**config.mk**
```make
export PLATFORM = sky130hd
export DESIGN_NAME = sa_output_collector
export DESIGN_NICKNAME = d
export VERILOG_FILES = /design/src/rtl/sa_output_collector.sv
export SDC_FILE = /design/constraint.sdc
export NUM_CORES = 1
export LEC_CHECK = 0
export ABC_AREA = 1
export CAP_MARGIN = 20
export CORE_MARGIN = 5
export CORE_UTILIZATION = 50
export DETAILED_ROUTE_END_ITERATION = 8
export PLACE_DENSITY = 0.71
export SYNTH_ARGS = -nofsm -noshare
export SYNTH_HDL_FRONTEND = slang
export SYNTH_SLANG_ARGS = --single-unit
export TNS_END_PERCENT = 5
```
**constraint.sdc**
```tcl
create_clock -name clk -period 25 [get_ports clk]
set_input_delay 5 -clock clk [delete_from_list [all_inputs] [get_ports clk]]
set_output_delay 5 -clock clk [all_outputs]
set_load 0.01 [all_outputs]
```
**src/rtl/sa_output_collector.sv**
```systemverilog
// Systolic-array output collector: tags de-skewed result rows with their tile
// position and buffers them in a small FIFO toward the writeback side.
package GEMM_pkg;
  typedef enum logic [2:0] {
    CMD_IDLE         = 3'd0,
    CMD_LOAD_WEIGHTS = 3'd1,
    CMD_STREAM       = 3'd2,
    CMD_DRAIN        = 3'd3
  } command_t;
endpackage

module sa_output_collector
  import GEMM_pkg::*;
#(
  parameter int SA_SIZE         = 8,
  parameter int ACTIVATION_SIZE = 32,
  parameter int FIFO_DEPTH      = 4,
  parameter int TILE_ROWS       = 8
) (
  input  logic                               clk,
  input  logic                               reset,
  input  logic [ACTIVATION_SIZE-1:0]         rows_in [SA_SIZE],
  input  command_t                           cmd,
  input  logic                               in_valid,
  input  logic                               clear,
  output logic [ACTIVATION_SIZE-1:0]         out_data [SA_SIZE],
  output logic                               out_valid,
  input  logic                               out_ready,
  output logic [$clog2(TILE_ROWS)-1:0]       out_row_idx,
  output logic                               out_last,
  output logic                               full,
  output logic [$clog2(FIFO_DEPTH):0]        count,
  output logic                               overflow
);
  localparam int PW = $clog2(FIFO_DEPTH);
  localparam int CW = PW + 1;
  localparam int RW = $clog2(TILE_ROWS);
  localparam int AW = ACTIVATION_SIZE;
  localparam int DW = SA_SIZE * AW;

  logic [DW-1:0] data_mem [FIFO_DEPTH];
  logic [RW-1:0] idx_mem  [FIFO_DEPTH];
  logic          last_mem [FIFO_DEPTH];

  logic [PW-1:0] wr_ptr_reg, rd_ptr_reg;
  logic [CW-1:0] count_reg, count_next;
  logic [RW-1:0] row_ctr_reg;
  logic          overflow_reg;

  logic          wr_req, wr_acc, pop, row_last;
  logic [DW-1:0] row_flat, head_flat;

  genvar gi;
  generate
    for (gi = 0; gi < SA_SIZE; gi++) begin : g_lane
      assign row_flat[gi*AW +: AW] = rows_in[gi];
      assign out_data[gi] = out_valid ? head_flat[gi*AW +: AW] : '0;
    end
  endgenerate

  assign wr_req   = (cmd == CMD_STREAM) && in_valid;
  assign pop      = out_valid && out_ready;
  // A full FIFO still takes the row when the head leaves in the same cycle.
  assign wr_acc   = wr_req && (!full || pop);
  assign row_last = (row_ctr_reg == RW'(TILE_ROWS - 1));

  always_comb begin
    count_next = count_reg;
    if (wr_acc && !pop)
      count_next = count_reg + 1'b1;
    else if (pop && !wr_acc)
      count_next = count_reg - 1'b1;
  end

  always_ff @(posedge clk or posedge reset) begin
    if (reset) begin
      wr_ptr_reg   <= '0;
      rd_ptr_reg   <= '0;
      count_reg    <= '0;
      row_ctr_reg  <= '0;
      overflow_reg <= 1'b0;
    end else if (clear) begin
      wr_ptr_reg   <= '0;
      rd_ptr_reg   <= '0;
      count_reg    <= '0;
      row_ctr_reg  <= '0;
      overflow_reg <= 1'b0;
    end else begin
      if (wr_acc) begin
        wr_ptr_reg  <= wr_ptr_reg + 1'b1;
        row_ctr_reg <= row_last ? '0 : row_ctr_reg + 1'b1;
      end
      if (pop)
        rd_ptr_reg <= rd_ptr_reg + 1'b1;
      if (wr_req && !wr_acc)
        overflow_reg <= 1'b1;
      count_reg <= count_next;
    end
  end

  // Payload storage carries no reset; occupancy alone decides what is valid.
  always_ff @(posedge clk) begin
    if (wr_acc && !clear) begin
      data_mem[wr_ptr_reg] <= row_flat;
      idx_mem[wr_ptr_reg]  <= row_ctr_reg;
      last_mem[wr_ptr_reg] <= row_last;
    end
  end

  assign head_flat   = data_mem[rd_ptr_reg];
  assign out_valid   = (count_reg != '0);
  assign full        = (count_reg == CW'(FIFO_DEPTH));
  assign count       = count_reg;
  assign overflow    = overflow_reg;
  assign out_row_idx = out_valid ? idx_mem[rd_ptr_reg] : '0;
  assign out_last    = out_valid ? last_mem[rd_ptr_reg] : 1'b0;

endmodule

```
# After elaboration in Yosys (flattened, before gate mapping)
# Memories as Yosys holds them, arrays and structs flattened.
# Index checks and enable logic that the tools add are counted.
# totals
register_bits,11
ramBits,1040
in_bits,264
out_inout_bits,266
elab_cells,57
n_memories,3
# op_classes
n_addsub,5
eq_ne,3
muxes,24
reduce_logical,17
# memory_table
memory,words,width,read_ports,rd_clocked_by_memory_dff,wr,line,rtl
data_mem,4,256,1,0,1,41,logic [DW-1:0] data_mem [FIFO_DEPTH];
idx_mem,4,3,1,0,1,42,logic [RW-1:0] idx_mem [FIFO_DEPTH];
last_mem,4,1,1,0,1,43,logic last_mem [FIFO_DEPTH];
# ops
operator,count
two-way mux 32 bit,8
two-way mux 3 bit,7
two-way mux 2 bit,4
logical AND 1 bit,7
adder 3 x 1 -> 3 bit (second input constant),2
equality test 3 bit (second input constant),2
nonzero test 2 bit,3
nonzero test 3 bit,2
two-way mux 1 bit,5
adder 2 x 1 -> 2 bit (second input constant),2
logical NOT 1 bit,4
equality test 3 x 2 -> 1 bit (second input constant),1
subtractor 3 x 1 -> 3 bit (second input constant),1
logical OR 1 bit,1

# Depth between registers and ports, before layout
# depth
ltp_word,9
mapped_depth,14
ltp_nobuf,14

# Least setup slack after synthesis
# No wires, ideal clock.
# synth_timing
kind,input -> register
start,input port cmd[2]
end,"memory data_mem[0][0] in the netlist's numbering, enable pin"
arrival_ns,16.373
required_time_ns,24.115
path_slack_ns,7.742
stages,7
path_buffers,0
path_cell_list,inv_1 nand2_1 nor2_1 o21ai_1 inv_1 nand2_2 nor2_1
# synth_between
elab_chain_cells,6
# synth_rtl
element,line,rtl
start: declaration,23,"input command_t cmd,"
equality test 3 x 2 -> 1 bit,61,assign wr_req = (cmd == CMD_STREAM) && in_valid;
logical AND 1 bit,61,
logical AND 1 bit,64,assign wr_acc = wr_req && (!full || pop);
logical AND 1 bit,103,if (wr_acc && !clear) begin
two-way mux 1 bit,103,
two-way mux 1 bit (not written as such),104,data_mem[wr_ptr_reg] <= row_flat;
end: declaration,41,
# Every way passes these cells.

==> out/metrics.sh <==
OUTCOME='finished, final reports clean'
SYNTH_EDF_COUNT=1040
SYNTH_CELL_TYPE_COUNT=29
CRIT_PATH_CELL_TRACE='buf_4 -> buf_4 -> buf_4 -> nor2_1 -> nor2_1 -> o21ai_0 -> a21oi_1 -> clkdlybuf4s50_1'
WORSTSETUPENDPOINT='out_data[220]'
SYNTH_ADDER_AREA_SHARE_PCT=0.2322
POWER_LEAKAGE_nW=16.55
WORSTSETUPENDPOINTTYPE='output port'
WORST-PATH-MAX-FANOUT=88
TOTAL_POWER_mW=4.735
CRITICAL_PATH_MOST_COMMON_CELL='sky130_fd_sc_hd__buf_4'
SLEW_VIOL_FINAL=0
CTS_MADE_BUFFERS=103
HOLD_SLACK_PS=525.5
NETS=3890
WORST-PATH-BUF-INV=4
CTS-RESIZED-GATES=0
SYNTH_SIMPLE_GATE_AREA_SHARE_PCT=10.06
YOSYS_MOST_USED_DFF='sky130_fd_sc_hd__edfxtp_1'
PORT_BUFFERS=529
WORST_SLEW_PIN_TRAN_PS=1157
CLOCK-SKEW-FINAL_PS=38.81
POSTSYNTHCELLCOUNT=3155
SYNTH_XOR_AREA_SHARE_PCT=0.02139
CRIT_TYPE='flip-flop to output port'
DETAIL_ROUTE.WL_PER_CELL_UM=20.16
NUMBER_OF_WARNINGS_ISSUED_BY_YOSYS=0
VIAS=25730
SYNTH.TOP_CELLS.BY_AREA='sky130_fd_sc_hd__edfxtp_1 76%, sky130_fd_sc_hd__nor2_1 9.6%, sky130_fd_sc_hd__o21ai_0 5.2%'
DRT_ITER0_MARKERS=1744
MAXIMUM_NUMBER_OF_PINS_ON_ONE_NET_BEFORE_GLOBAL_ROUTE_REPAIR=221
DETAILED_PLACEMENT_WIRELENGTH_ESTIMATE_UM=54380
STARTING_UTILIZATION_OF_THE_CORE_AREA_PCT=50.12
LEADING_CELL_TYPE_BY_NUMBER_OF_INSTANCES_AFTER_SYNTHESIS='sky130_fd_sc_hd__nor2_1'
CLOCK_SINK_COUNT=1051
MAX_CAP_VIOL_COUNT=0
CTS_TREE='done'
FRACTION_OF_THE_MAPPED_NETLIST_AREA_IN_COMPOUND_GATES_PCT=9.618
DIE_AREA_UM2=87730
DIE_W_UM=296.2
POST_CTS_SETUP_REPAIR_BUFFER_COUNT=0
TIMING.HOLD.WORST.CLASS='flip-flop to flip-flop'
GRT-OVFL-TOTAL=0
GRT-BUSIEST-LAYER='met2'
NETLIST.TOP_CELL.BY_AREA='sky130_fd_sc_hd__edfxtp_1'
REGMOSTFLOPS='data_mem'
FLOORPLAN.CORE_AREA_UM2=81720
CLK_PATH_BUF_DEPTH=3
R2R_CELLS=9
BIGGESTREGSBYFLOPS='data_mem (1024), idx_mem (12), last_mem (4)'
DOMINANT_COMBINATIONAL_CELL_FAMILY_BY_AREA_AFTER_SYNTHESIS='simple AND/OR/NAND/NOR gates'
TOP_POST_SYNTHESIS_CELLS_BY_COUNT='1049 x sky130_fd_sc_hd__nor2_1, 1040 x sky130_fd_sc_hd__edfxtp_1, 427 x sky130_fd_sc_hd__o21ai_0, 261 x sky130_fd_sc_hd__a21oi_1, 96 x sky130_fd_sc_hd__o21ai_1'
TIMING.FINAL.SETUP_VIOLATIONS=0
CRITICAL_PATH_ARRIVAL_PS=5330
GP_ROUTABILITY_CONGESTION=0.7593
FIRST_GLOBAL_VIAS=24280
GRT.MET2_USAGE_PCT=34.14
HOLDBUFCOUNTCTS=0
WORST_SKEW_PAIR.LATE_LATENCY_PS=650
TCRIT_TCLK_FINAL_PCT=41.34
MAXCLOCKFREQUENCY_MHz=96.77
POWER.DENSITY_nW_PER_UM2=94.62
MAX-VDD-IR-DROP_mV=0.08875
DRT_WL_TOTAL_UM=96600
DRT.ANTENNA.VIOLATING_NETS=0
HOLD_VIOLATION_TOTAL_FROM_THE_FINAL_REPORT=0
FLIP_FLOP_COUNT_OF_THE_LARGEST_REGISTER_ALL_COPIES_AND_WORDS_ADDED=1024
HTREE_LEVELS=3
CRIT-REG2REG-LAUNCH='count[1]'
CRITICAL_PATH_CELL_WITH_THE_HIGHEST_STAGE_DELAY='sky130_fd_sc_hd__buf_4'
GR-USAGE-MET1_PCT=28.61
YOSYS-MUX-AREA-FRACTION_PCT=0
FP-ROW-COUNT=105
DIE_Y_UM=296.2
GRT_USE_MET3_PCT=5.377
GRT_USAGE_PCT=21.13
SLEW_HEADROOM_PCT=22.84
SYNTH_LARGEST_TYPE_AREA_FRACTION_PCT=76.26
POSTSYNTHNETCOUNT=3426
CP_LAUNCH_TYPE='flip-flop'
CTS.CLK_SLEW.WORST_PATHS_PS=60
CP.DEPTH=8
DRIVE_GT1_SHARE_PCT=4.942
GRT_SETUP_UNREPAIRED='false'
FRACTION_OF_THE_YOSYS_AREA_TAKEN_BY_SEQUENTIAL_CELLS_PCT=76.93
IO-PIN-COUNT=530
REG2REG_SLACK_PS=20380
CTSROOTBUFFERMASTER='sky130_fd_sc_hd__clkbuf_16'
SYN2LAYOUT_AREA_GROWTH_PCT=22.20
MIN_PERIOD_PS=10330
REQUIRED_PS=20000
POSTLAYOUTCOREUTIL_PCT=61.24
DR.PASS1.ITERS=7
CRIT-REG2REG-CAPTURE='data_mem[3][115]'
SWITCHING_SHARE_PCT=29.48
NUMBER_OF_VIAS_PER_CELL=5.371
LARGEST_STAGE_DELAY_ON_THE_CRITICAL_PATH_PS=890
GRT_ANTENNA_BEFORE_REPAIR=27
SYNTH-ASYNC-RESET-RATIO_PCT=1.047
TOTAL_SWITCHING_POWER_mW=1.396
SYNTH-SEQ-CELLS=1051
SYNTH.AVG_CELL_AREA_UM2=12.98
FINAL.SETUP.TNS_PS=0
CLK_PWR_SHARE_PCT=31.5
DRC=0
GRT_PASS1_WL_UM=143500
WORST_SETUP_PATH_STARTPOINT='rd_ptr_reg[0]'
INTERNAL_CELL_POWER_mW=3.339
COMB_POWER_SHARE_PCT=27.1
CP_TOP_FAMILY='buffers and inverters'
SYNTHESIS.AREA_UM2=40950
PART_OF_THE_POWER_IN_REGISTERS_PCT=41.4
## worst reg2reg max path: stages, from the launching register on
cell and delay, ps:
sky130_fd_sc_hd__dfrtp_1 410, sky130_fd_sc_hd__nor2_2 60, sky130_fd_sc_hd__nand2_1 130, sky130_fd_sc_hd__o21ai_1 80, sky130_fd_sc_hd__inv_1 180, sky130_fd_sc_hd__nand2_2 190, sky130_fd_sc_hd__nor2_4 460, sky130_fd_sc_hd__buf_4 910
sky130_fd_sc_hd__buf_4 960, sky130_fd_sc_hd__buf_4 790
## cell families after synthesis
kind of cell | Yosys count
AO/OA/AOI/OAI | 786
XOR/XNOR | 1
adder cells (fa/ha/maj) | 7
buffers and inverters | 222
flip-flops | 1051
AND/OR/NAND/NOR | 1088
## metrics by stage
stage	instance area (um2)	instances	setup WS, ps
6_report	50040	4791	14670
5_1_grt	50010	4779	14320
4_1_cts	50000	4773	14670
3_5_place_dp	46710	4584	15100
3_3_place_gp	46710	4584	15160
2_1_floorplan	40950	3155	7742
## worst min-delay path by stage
stage | from | to | slack [ps] | depth (start not counted)
after global placement | overflow | overflow | 500 | 2
final | overflow | overflow | 530 | 2
after global routing | overflow | overflow | 560 | 2
after CTS | overflow | overflow | 530 | 2
after detailed placement | overflow | overflow | 510 | 2
after floorplan | wr_ptr_reg[1] | wr_ptr_reg[1] | 490 | 2
## per-layer routing
| layer | share of wire (%) | wire length (um) |
|---|---|---|
| met1 | 40 | 39040 |
| met2 | 48 | 46810 |
| met3 | 8.2 | 7873 |
| met4 | 2.8 | 2689 |
| met5 | 0.19 | 187 |
## final cells by class
cell class | count | area [um2]
clock inverter | 57 | 539.3
multi-input combinational | 1882 | 8193
fill | 6144 | 31670
sequential | 1051 | 31510
inverter | 22 | 110.1
clock buffer | 132 | 2748
tap | 1070 | 1339
antenna | 18 | 45.04
timing repair buffer | 559 | 5558
## power by group through the flow
| stage | registers (mW) | clock network (mW) | logic, mW |
|---|---|---|---|
| 3_5_place_dp | 2.00 | 0 | 1.29 |
| 6_report | 1.96 | 1.49 | 1.29 |
| 3_3_place_gp | 2.00 | 0 | 1.29 |
| 5_1_grt | 1.96 | 1.60 | 1.39 |
| 4_1_cts | 1.96 | 1.52 | 1.30 |
| 2_1_floorplan | 1.99 | 0 | 0.642 |
## cell usage in the layout, fill, tap and decap left out, drive strengths merged
cell,synthesis,routed
a21oi,262,262
a31oi,1,1
buf,143,30
bufinv,0,9
clkbuf,57,132
clkdlybuf4s50,0,529
clkinv,0,44
clkinvlp,0,2
dfrtp,11,11
diode,0,18
edfxtp,1040,1040
fa,1,1
ha,6,6
inv,22,24
nand2,25,25
nand3,6,6
nand4,4,4
nor2,1051,1051
nor3,1,1
o21ai,523,523
or2,1,1
xor2,1,1
(Power assumes the default switching activity.)
